### config.mk
export PLATFORM = sky130hd
export DESIGN_NAME = instruction_fetch_unit
export DESIGN_NICKNAME = d
export VERILOG_FILES = /design/src/rtl/fetch_pkg.sv /design/src/rtl/fetch_queue.sv /design/src/rtl/instruction_fetch_unit.sv
export SDC_FILE = /design/constraint.sdc
export NUM_CORES = 1
export LEC_CHECK = 0
export CAP_MARGIN = 40
export CORE_UTILIZATION = 61
export CTS_BUF_LIST = sky130_fd_sc_hd__clkbuf_4
export CTS_CLUSTER_DIAMETER = 30
export DETAILED_ROUTE_END_ITERATION = 8
export PLACE_DENSITY_LB_ADDON = 0.3
export SYNTH_ARGS = -nofsm -noshare
export SYNTH_HDL_FRONTEND = slang
export SYNTH_SLANG_ARGS = --single-unit
export TNS_END_PERCENT = 20
### constraint.sdc
create_clock -name clk -period 7.1 [get_ports clk]
set_input_delay 1.775 -clock clk [delete_from_list [all_inputs] [get_ports clk]]
set_output_delay 1.775 -clock clk [all_outputs]
set_load 0.02 [all_outputs]
### src/rtl/fetch_pkg.sv
// Shared types and constants for the instruction fetch front end.
package fetch_pkg;

  localparam int FETCH_DATA_W = 32;

  localparam logic [FETCH_DATA_W-1:0] DEFAULT_RESET_PC = 32'h0000_0000;
  localparam logic [FETCH_DATA_W-1:0] PC_STEP          = 32'd4;

  typedef struct packed {
    logic [FETCH_DATA_W-1:0] pc;
    logic [FETCH_DATA_W-1:0] instr;
  } fetch_entry_t;

endpackage

### src/rtl/fetch_queue.sv
// Prefetch FIFO of {pc, instr} entries; clear outranks push and pop.
module fetch_queue
  import fetch_pkg::*;
#(
  parameter  int DEPTH = 4,
  localparam int PTR_W = $clog2(DEPTH),
  localparam int CNT_W = PTR_W + 1
) (
  input  logic             clk,
  input  logic             rst,
  input  logic             push_i,
  input  logic             pop_i,
  input  logic             clear_i,
  input  fetch_entry_t     push_data_i,
  output fetch_entry_t     head_o,
  output logic [CNT_W-1:0] count_o,
  output logic             full_o,
  output logic             empty_o
);

  fetch_entry_t     mem_q [DEPTH];
  logic [PTR_W-1:0] wr_ptr_q;
  logic [PTR_W-1:0] rd_ptr_q;
  logic [CNT_W-1:0] count_q;
  logic             do_push;
  logic             do_pop;

  assign empty_o = (count_q == '0);
  assign full_o  = (count_q == CNT_W'(DEPTH));
  assign do_pop  = pop_i && !empty_o;
  assign do_push = push_i && (!full_o || do_pop);
  assign head_o  = mem_q[rd_ptr_q];
  assign count_o = count_q;

  // Pointers are power-of-two wide, so plain increment wraps modulo DEPTH.
  always_ff @(posedge clk) begin
    if (rst || clear_i) begin
      wr_ptr_q <= '0;
      rd_ptr_q <= '0;
      count_q  <= '0;
    end else begin
      if (do_push) wr_ptr_q <= wr_ptr_q + PTR_W'(1);
      if (do_pop)  rd_ptr_q <= rd_ptr_q + PTR_W'(1);
      count_q <= count_q + CNT_W'(do_push) - CNT_W'(do_pop);
    end
  end

  always_ff @(posedge clk) begin
    if (do_push && !clear_i && !rst) mem_q[wr_ptr_q] <= push_data_i;
  end

endmodule

### src/rtl/instruction_fetch_unit.sv
// Fetch PC, instruction memory reads and prefetch queue for the MIPS core.
// Optional FETCH_BYPASS_EN forwards a response straight to decode when the queue is empty.
module instruction_fetch_unit
  import fetch_pkg::*;
#(
  parameter  int                DATA_W      = FETCH_DATA_W,
  parameter  int                IM_ADDR_W   = 12,
  parameter  int                QUEUE_DEPTH = 4,
  parameter  logic [DATA_W-1:0] RESET_PC    = DATA_W'(DEFAULT_RESET_PC),
  localparam int                CNT_W       = $clog2(QUEUE_DEPTH) + 1
) (
  input  logic                 clk,
  input  logic                 rst,
  input  logic                 redirect_valid,
  input  logic [DATA_W-1:0]    redirect_pc,
  output logic                 im_cs,
  output logic                 im_rd,
  output logic [IM_ADDR_W-1:0] im_addr,
  input  logic [DATA_W-1:0]    im_rdata,
  output logic                 if_valid,
  input  logic                 id_ready,
  output logic [DATA_W-1:0]    if_ir,
  output logic [DATA_W-1:0]    if_pc,
  output logic [DATA_W-1:0]    if_pc4,
  output logic [DATA_W-1:0]    if_se16,
  output logic [CNT_W-1:0]     ifq_count
);

  logic [DATA_W-1:0] fetch_pc_q, fetch_pc_d;
  logic [DATA_W-1:0] tag_pc_q, tag_pc_d;
  logic              inflight_q, inflight_d;
  logic [DATA_W-1:0] issue_pc;
  logic [DATA_W-1:0] head_pc, head_ir;
  logic [CNT_W-1:0]  q_count;
  logic [CNT_W:0]    occupancy;
  logic              issue, ret_valid, pop_hs, push, q_pop;
  logic              q_full, q_empty, bypass_hit;
  fetch_entry_t      push_entry, head_entry;

  // A redirect issues unconditionally since it also empties the queue.
  assign issue_pc  = redirect_valid ? (redirect_pc & ~DATA_W'(3)) : fetch_pc_q;
  assign ret_valid = inflight_q && !redirect_valid && !rst;
  assign pop_hs    = if_valid && id_ready;
  assign occupancy = {1'b0, q_count} + (CNT_W+1)'(inflight_q) - (CNT_W+1)'(pop_hs);
  assign issue     = !rst && (redirect_valid || (occupancy < (CNT_W+1)'(QUEUE_DEPTH)));
  assign im_cs     = issue;
  assign im_rd     = issue;
  assign im_addr   = issue_pc[IM_ADDR_W-1:0];

`ifdef FETCH_BYPASS_EN
  assign bypass_hit = ret_valid && q_empty;
`else
  assign bypass_hit = 1'b0;
`endif

  assign push            = ret_valid && !(bypass_hit && id_ready);
  assign q_pop           = id_ready && !q_empty && !rst;
  assign push_entry.pc    = FETCH_DATA_W'(tag_pc_q);
  assign push_entry.instr = FETCH_DATA_W'(im_rdata);

  fetch_queue #(
    .DEPTH (QUEUE_DEPTH)
  ) u_queue (
    .clk         (clk),
    .rst         (rst),
    .push_i      (push),
    .pop_i       (q_pop),
    .clear_i     (redirect_valid),
    .push_data_i (push_entry),
    .head_o      (head_entry),
    .count_o     (q_count),
    .full_o      (q_full),
    .empty_o     (q_empty)
  );

  always_comb begin
    head_pc = '0;
    head_ir = '0;
    if (!rst && !q_empty) begin
      head_pc = DATA_W'(head_entry.pc);
      head_ir = DATA_W'(head_entry.instr);
    end else if (!rst && bypass_hit) begin
      head_pc = tag_pc_q;
      head_ir = im_rdata;
    end
  end

  assign if_valid  = !rst && (!q_empty || bypass_hit);
  assign if_pc     = head_pc;
  assign if_ir     = head_ir;
  assign if_pc4    = if_valid ? head_pc + DATA_W'(PC_STEP) : '0;
  assign if_se16   = {{(DATA_W-16){head_ir[15]}}, head_ir[15:0]};
  assign ifq_count = q_count;

  always_comb begin
    fetch_pc_d = fetch_pc_q;
    tag_pc_d   = tag_pc_q;
    inflight_d = issue;
    if (issue) begin
      fetch_pc_d = issue_pc + DATA_W'(PC_STEP);
      tag_pc_d   = issue_pc;
    end
  end

  always_ff @(posedge clk) begin
    if (rst) begin
      fetch_pc_q <= RESET_PC;
      tag_pc_q   <= '0;
      inflight_q <= 1'b0;
    end else begin
      fetch_pc_q <= fetch_pc_d;
      tag_pc_q   <= tag_pc_d;
      inflight_q <= inflight_d;
    end
  end

  logic unused_full;
  assign unused_full = q_full;

endmodule
### Word-level counts from Yosys, hierarchy flattened

Memories as Yosys holds them, arrays and structs flattened. A register that Yosys moved wholly into a read port is not among the register bits.
Index checks and enable logic that the tools add are counted.

| cells by class | value |
|---|---|
| add/subtract/negate cells | 8 |
| magnitude comparators | 1 |
| eq/ne operators | 1 |
| mux-type cells | 8 |
| reductions and logical operators | 19 |

Operators by type and width:

| cell | number |
|---|---|
| 32-bit two-way mux | 4 |
| 32-bit by 3-bit adder with 32-bit output, second input constant | 2 |
| 1-bit logical AND | 11 |
| 2-bit by 1-bit adder with 2-bit output, second input constant | 2 |
| 3-bit by 1-bit adder with 4-bit output | 1 |
| 1-bit zero test | 4 |
| 4-bit by 3-bit < comparator with 1-bit output, second input constant | 1 |
| 2-bit two-way mux | 2 |
| 4-bit by 1-bit subtractor with 4-bit output | 1 |
| 3-bit by 1-bit adder with 3-bit output | 1 |
| 3-bit equality test, second input constant | 1 |
| 3-bit zero test | 1 |
| 1-bit logical OR | 3 |
| 3-bit by 1-bit subtractor with 3-bit output | 1 |
| 1-bit two-way mux | 2 |

| word-level totals | value |
|---|---|
| flip-flop bits (word level) | 72 |
| memory bits (writable) | 256 |
| bits of input ports | 68 |
| output and inout bits | 146 |
| logic and storage cells | 44 |
| memories kept | 1 |

Memory list:

| name | depth | width | rd ports | clocked after Yosys merged registers in | write ports | RTL line | RTL |
|---|---|---|---|---|---|---|---|
| u_queue.mem_q | 4 | 64 | 1 | 1 | 1 | fetch_queue.sv:21 | `fetch_entry_t mem_q [DEPTH];` |

### Logic depth before layout (Yosys ltp)

| logic depth | value |
|---|---|
| depth in word-level cells | 11 |
| depth in mapped cells | 17 |
| depth with buffers taken out | 16 |

### By module

A second synthesis with hierarchy kept.

| unflattened totals | value |
|---|---|
| cells, all modules | 1074 |
| area total of the unflattened synthesis | 15049.4 um^2 |

By module, submodules not included:

| module | instances | cells an instance | area each (um^2) | seq. area each (um^2) |
|---|---|---|---|---|
| fetch_queue | 1 | 381 | 9785.6 | 7867.5 |
| instruction_fetch_unit | 1 | 693 | 5263.8 | 1261.2 |

### Least setup slack after synthesis

OpenSTA, ideal clock, no wires.

| path | value |
|---|---|
| kind | input to output |
| from | in rst |
| to | out if_pc4[26] |
| data arrival time | 4.500 ns |
| data required time | 5.325 ns |
| path slack | 0.825 ns |
| stages on the path | 11 |
| buffers on the path | 3 |
| path through | clkinv_1 > clkbuf_1 > clkbuf_1 > clkbuf_1 > and3_1 > ha_1 > nand4_1 > nor4_2 > nand3_1 > or4_1 > o21ai_0 |

| on the way | value |
|---|---|
| word-level cells in the longest chain between the ends | 5 |

Ends and longest elaborated chain:

| element | RTL line | RTL |
|---|---|---|
| from (decl) | instruction_fetch_unit.sv:13 | `input logic rst,` |
| 1-bit zero test | instruction_fetch_unit.sv:79 | `if (!rst && !q_empty) begin` |
| 1-bit logical AND | instruction_fetch_unit.sv:79 |  |
| 32-bit two-way mux | instruction_fetch_unit.sv:79 |  |
| named net if_pc[2] | instruction_fetch_unit.sv:23 | `output logic [DATA_W-1:0] if_pc,` |
| 32-bit by 3-bit adder with 32-bit output | instruction_fetch_unit.sv:91 | `assign if_pc4 = if_valid ? head_pc + DATA_W'(PC_STEP) : '0;` |
| 32-bit two-way mux | instruction_fetch_unit.sv:91 |  |
| to (decl) | instruction_fetch_unit.sv:24 | `output logic [DATA_W-1:0] if_pc4,` |

The timed path passes the listed nets, and every way through them passes these cells.

### Worst setup path after layout

| path | value |
|---|---|
| from | in rst |
| to | out if_pc4[22] |

| on the way | value |
|---|---|
| word-level cells in the longest chain between the ends | 5 |

Ends and longest elaborated chain:

| element | RTL line |
|---|---|
| 1-bit zero test * | instruction_fetch_unit.sv:79, instruction_fetch_unit.sv:88 |
| 1-bit logical AND * | instruction_fetch_unit.sv:79, instruction_fetch_unit.sv:88 |
| 32-bit two-way mux | instruction_fetch_unit.sv:79 |
| 32-bit by 3-bit adder with 32-bit output | instruction_fetch_unit.sv:91 |
| 32-bit two-way mux * | instruction_fetch_unit.sv:91 |

Every way passes the cells marked *; elsewhere a longest branch is shown, timed or not.

==> metrics.md <==
| Metric | Value |
|---|---|
| Status | `complete, no violations` |
| Reg2Reg Setup Slack | `between 3 and 4 ns` |
| Starting Density | `0.624` |
| Final net count | `around 1400` |
| Slowest-stage cell, CP | `clkdlybuf4s50_1` |
| Leading register cell type out of synthesis | `edfxtp_1` |
| Slew headroom | `0.489` |
| M1 GR Usage | `0.359` |
| Grt met3 use | `0.0636` |
| Routed WL | `34.5 mm` |
| Share of layout cells above drive strength 1 | `0.180` |
| Min-delay worst type | `reg2reg` |
| Post-CTS Hold Buffers | `0` |
| Setup ws final | `between 0.3 and 0.4 ns` |
| Chip width | `157 µm` |
| FF+latch count, synth | `~330` |
| RSZ-0062 raised after global routing | `no` |
| Setup WS pre-CTS | `0.348 ns` |
| Setup Fix Bufs, Post-CTS | `0` |
| Measured slew at the worst slew-check pin | `around 0.76 ns` |
| Setup CP Type | `in2out` |
| Avg WL per Cell | `between 20 and 25 µm` |
| Hold endpoint | `fetch_pc_q[29]` |
| Setup violations, final | `0` |
| Non-Filler Instances | `between 1500 and 2000` |
| FF-to-FF End | `fetch_pc_q[27]` |
| CP Launch Type | `input port` |
| Buffers on Ports | `211` |
| TritonCTS Buffers | `84` |
| R2r worst-path depth | `15` |
| Async S/R FF share, synth | `0` |
| NetSw | `approximately 0.93 mW` |
| Die area | `0.0247 mm²` |
| Post-synth EDFFs | `256` |
| Inst Count DP | `1505` |
| GR Util All Layers | `0.281` |
| ANT nets after route | `0` |
| Initial antenna violation count | `1` |
| Int Pwr | `3.12 mW` |
| Post-synthesis sequential area ratio | `0.621` |
| Critical register-to-register path startpoint | `u_queue.count_o[1]` |
| Worst vdd ir | `approximately 0.13 mV` |
| Largest net degree at the start of global routing | `around 50` |
| CP endpoint kind | `output port` |
| Clk Tree Root Cell | `clkbuf_4` |
| Detailed Routing Iterations Pass 1 | `5` |
| Ys Warns | `0` |
| GPL Wtd Cong | `between 0.8 and 0.9` |
| Final period util | `0.957` |
| Clk slew on worst S/H paths | `around 0.060 ns` |
| Cell breakdown of the critical path | `clkdlybuf4s50_1, inv_2, buf_4, and3_1, ha_1, nand4_1, nor4_2, buf_4, and2_1, nand4_1, mux2i_1, clkdlybuf4s50_1` |
| # DRC | `0` |
| CTS tree | `built` |
| Minimum clock period | `~6.8 ns` |
| Clock tree buffer depth | `3` |
| Count of cell types in the netlist | `67` |
| Layout area overhead | `22.5%` |
| 1st-iter DRT viols | `roughly 730` |
| Mapped Cells | `around 1000` |
| H-tree lvl count | `3` |
| Syn Std Cell Area | `0.0147 mm²` |
| Crit-path max FO | `24` |
| Remaining Overflow, GRT | `0` |
| Rows | `56` |
| Gr busiest metal | `met2` |
| Clk Latency, worst-skew pair | `0.69 ns` |
| Min-delay src | `fetch_pc_q[29]` |
| Avg Synthesized Cell Area | `~14 µm²` |
| Sw frac | `0.229` |
| Crit path largest cell delay | `roughly 0.65 ns` |
| DP Wirelength | `23.0 mm` |
| Hold Vio Cnt, Final | `0` |
| Clk pwr share | `0.396` |
| Core Area | `0.0235 mm²` |
| Post-CTS Resized | `0` |
| Setup Skew | `around 0.042 ns` |
| Final max-slew violation count | `0` |
| MaxCap Viol Count | `0` |
| First-pass GRT wire length | `between 50 and 60 mm` |
| Vias | `9825` |
| Sequential Power Share | `0.532` |
| Worst setup path start | `rst` |
| Die H | `around 160 µm` |
| Power per cell area | `roughly 220 mW/mm²` |
| Vias in the first global route | `9571` |
| Clock sinks | `about 330` |
| Io pins | `roughly 210` |
| F_max | `around 150 MHz` |
| WP data required | `between 5 and 6 ns` |
| Static Leakage | `around 6.4 nW` |
| Post-route setup TNS | `0 ns` |
| GR Util met2 | `0.470` |
| Hold depth | `2` |
| Mapped Nets | `1121` |
| Comb power frac | `0.072` |
| Arr. time, crit path | `approximately 5 ns` |
| Vias per cell | `approximately 5.9` |
-- layout make-up --
class	count	area (µm²)
tap	319	399
antenna	1	2.50
clock inverter	29	205
multi-input combinational	588	4850
sequential	328	9130
fill	1450	5540
clock buffer	117	878
inverter	26	97.6
timing repair buffer	244	2440
-- power by group through the flow --
stage | Sequential (mW) | Clock (mW) | Combinational (mW)
detailed placement | 2.19 | 0 | 0.288
CTS | 2.15 | 1.64 | 0.290
finish | 2.15 | 1.60 | 0.291
global route | 2.15 | 1.74 | 0.310
global placement | 2.19 | 0 | 0.279
floorplan | 2.18 | 0 | 0.170
-- flip-flops by register name, indices dropped and copies added, names as in the netlist, named ones only --
register and cells:
u_queue.mem_q 256, fetch_pc_q 32, tag_pc_q 30, u_queue.count_o 3, u_queue.rd_ptr_q 2, u_queue.wr_ptr_q 2
inflight_q 1
-- cell usage after synthesis (3+ instances only) --
| master | instances | area share |
|---|---|---|
| edfxtp_1 | 256 | 0.52 |
| dfxtp_1 | 72 | 0.098 |
| nand2_1 | 71 | 0.018 |
| nor2_1 | 69 | 0.018 |
| and3_1 | 64 | 0.027 |
| buf_4 | 47 | 0.024 |
| mux4_2 | 45 | 0.069 |
| nand3_1 | 34 | 0.012 |
| o21ai_0 | 32 | 0.011 |
| clkbuf_1 | 28 | 0.0071 |
| xnor2_1 | 28 | 0.017 |
| inv_1 | 24 | 0.0061 |
| a21oi_1 | 19 | 0.0065 |
| mux4_1 | 19 | 0.034 |
| a211oi_1 | 18 | 0.0092 |
| mux2i_1 | 18 | 0.012 |
| nor3_1 | 18 | 0.0061 |
| nand4_1 | 16 | 0.0068 |
| xor2_1 | 13 | 0.0077 |
| and2_1 | 12 | 0.0051 |
| ha_1 | 11 | 0.0094 |
| mux2_2 | 11 | 0.0084 |
| nand3b_1 | 10 | 0.0051 |
| buf_1 | 9 | 0.0023 |
| buf_2 | 8 | 0.0027 |
| or3_1 | 6 | 0.0026 |
| nor4_1 | 5 | 0.0021 |
| or4_1 | 5 | 0.0026 |
| a22o_1 | 4 | 0.0024 |
| a311oi_1 | 4 | 0.0024 |
| nand2b_1 | 4 | 0.0017 |
| a21boi_0 | 3 | 0.0015 |
| buf_6 | 3 | 0.0023 |
| mux2_1 | 3 | 0.0023 |
| nor2b_1 | 3 | 0.0013 |
| nor4_2 | 3 | 0.0026 |
| o211ai_1 | 3 | 0.0015 |
| o21a_1 | 3 | 0.0015 |
| o31ai_1 | 3 | 0.0015 |
-- cells in the final DEF (no fill, tap or decap), types with 24 or more instances in the layout --
cell type and n:
clkbuf_4 117, dfxtp_1 70, and3_1 64, nor2_1 69
xnor2_1 28, nand2_1 71, inv_1 24, clkdlybuf4s50_1 208
edfxtp_1 256, mux4_2 45, nand3_1 34, o21ai_0 32
buf_4 29
-- critical path: cells and delay by family --
| kind | cells | cell delay (ns) |
|---|---|---|
| AND/OR/NAND/NOR | 5 | 1.05 |
| adder cells (fa/ha/maj) | 1 | 0.21 |
| multiplexers | 1 | 0.25 |
| buffers and inverters | 5 | 1.71 |
-- kinds of logic (layout without fill, tap and decap cells) --
logic type / after synthesis / count (layout) / share of synthesized area
compound gates: 106 / 106 / 0.0474
xor+xnor: 41 / 41 / 0.0244
fa+ha+maj: 12 / 12 / 0.0107
buf+inv: 125 / 416 / 0.0497
flops: 328 / 328 / 0.621
mux: 96 / 96 / 0.126
other cells: 0 / 1 / 0
simple gates: 333 / 333 / 0.121
-- how the worst max path moves through the flow --
stage	end	slack [ns]	cells past startpoint
floorplan	if_pc4[26]	0.82	11
global placement	if_pc4[22]	0.38	12
detailed placement	if_pc4[22]	0.35	12
CTS	if_pc4[22]	0.30	12
global route	if_pc4[26]	0.18	12
finish	if_pc4[22]	0.30	12
-- per-layer routing --
layer	vias to the layer above	wire [µm]
li1	4468	-
met1	4744	13300
met2	540	17000
met3	73	3270
met4	0	855
met5	-	0
-- through the flow --
| step | util | hold WS, ns | total power, mW | area (µm²) |
|---|---|---|---|---|
| 3_3_place_gp | 0.714 | 0.437 | 2.47 | 16800 |
| 5_1_grt | 0.765 | 0.481 | 4.21 | 18000 |
| 3_5_place_dp | 0.719 | 0.450 | 2.48 | 16900 |
| 6_report | 0.765 | 0.460 | 4.04 | 18000 |
| 2_1_floorplan | - | 0.424 | 2.35 | 14700 |
| 4_1_cts | 0.765 | 0.466 | 4.08 | 18000 |
(Power assumes the default switching activity.)
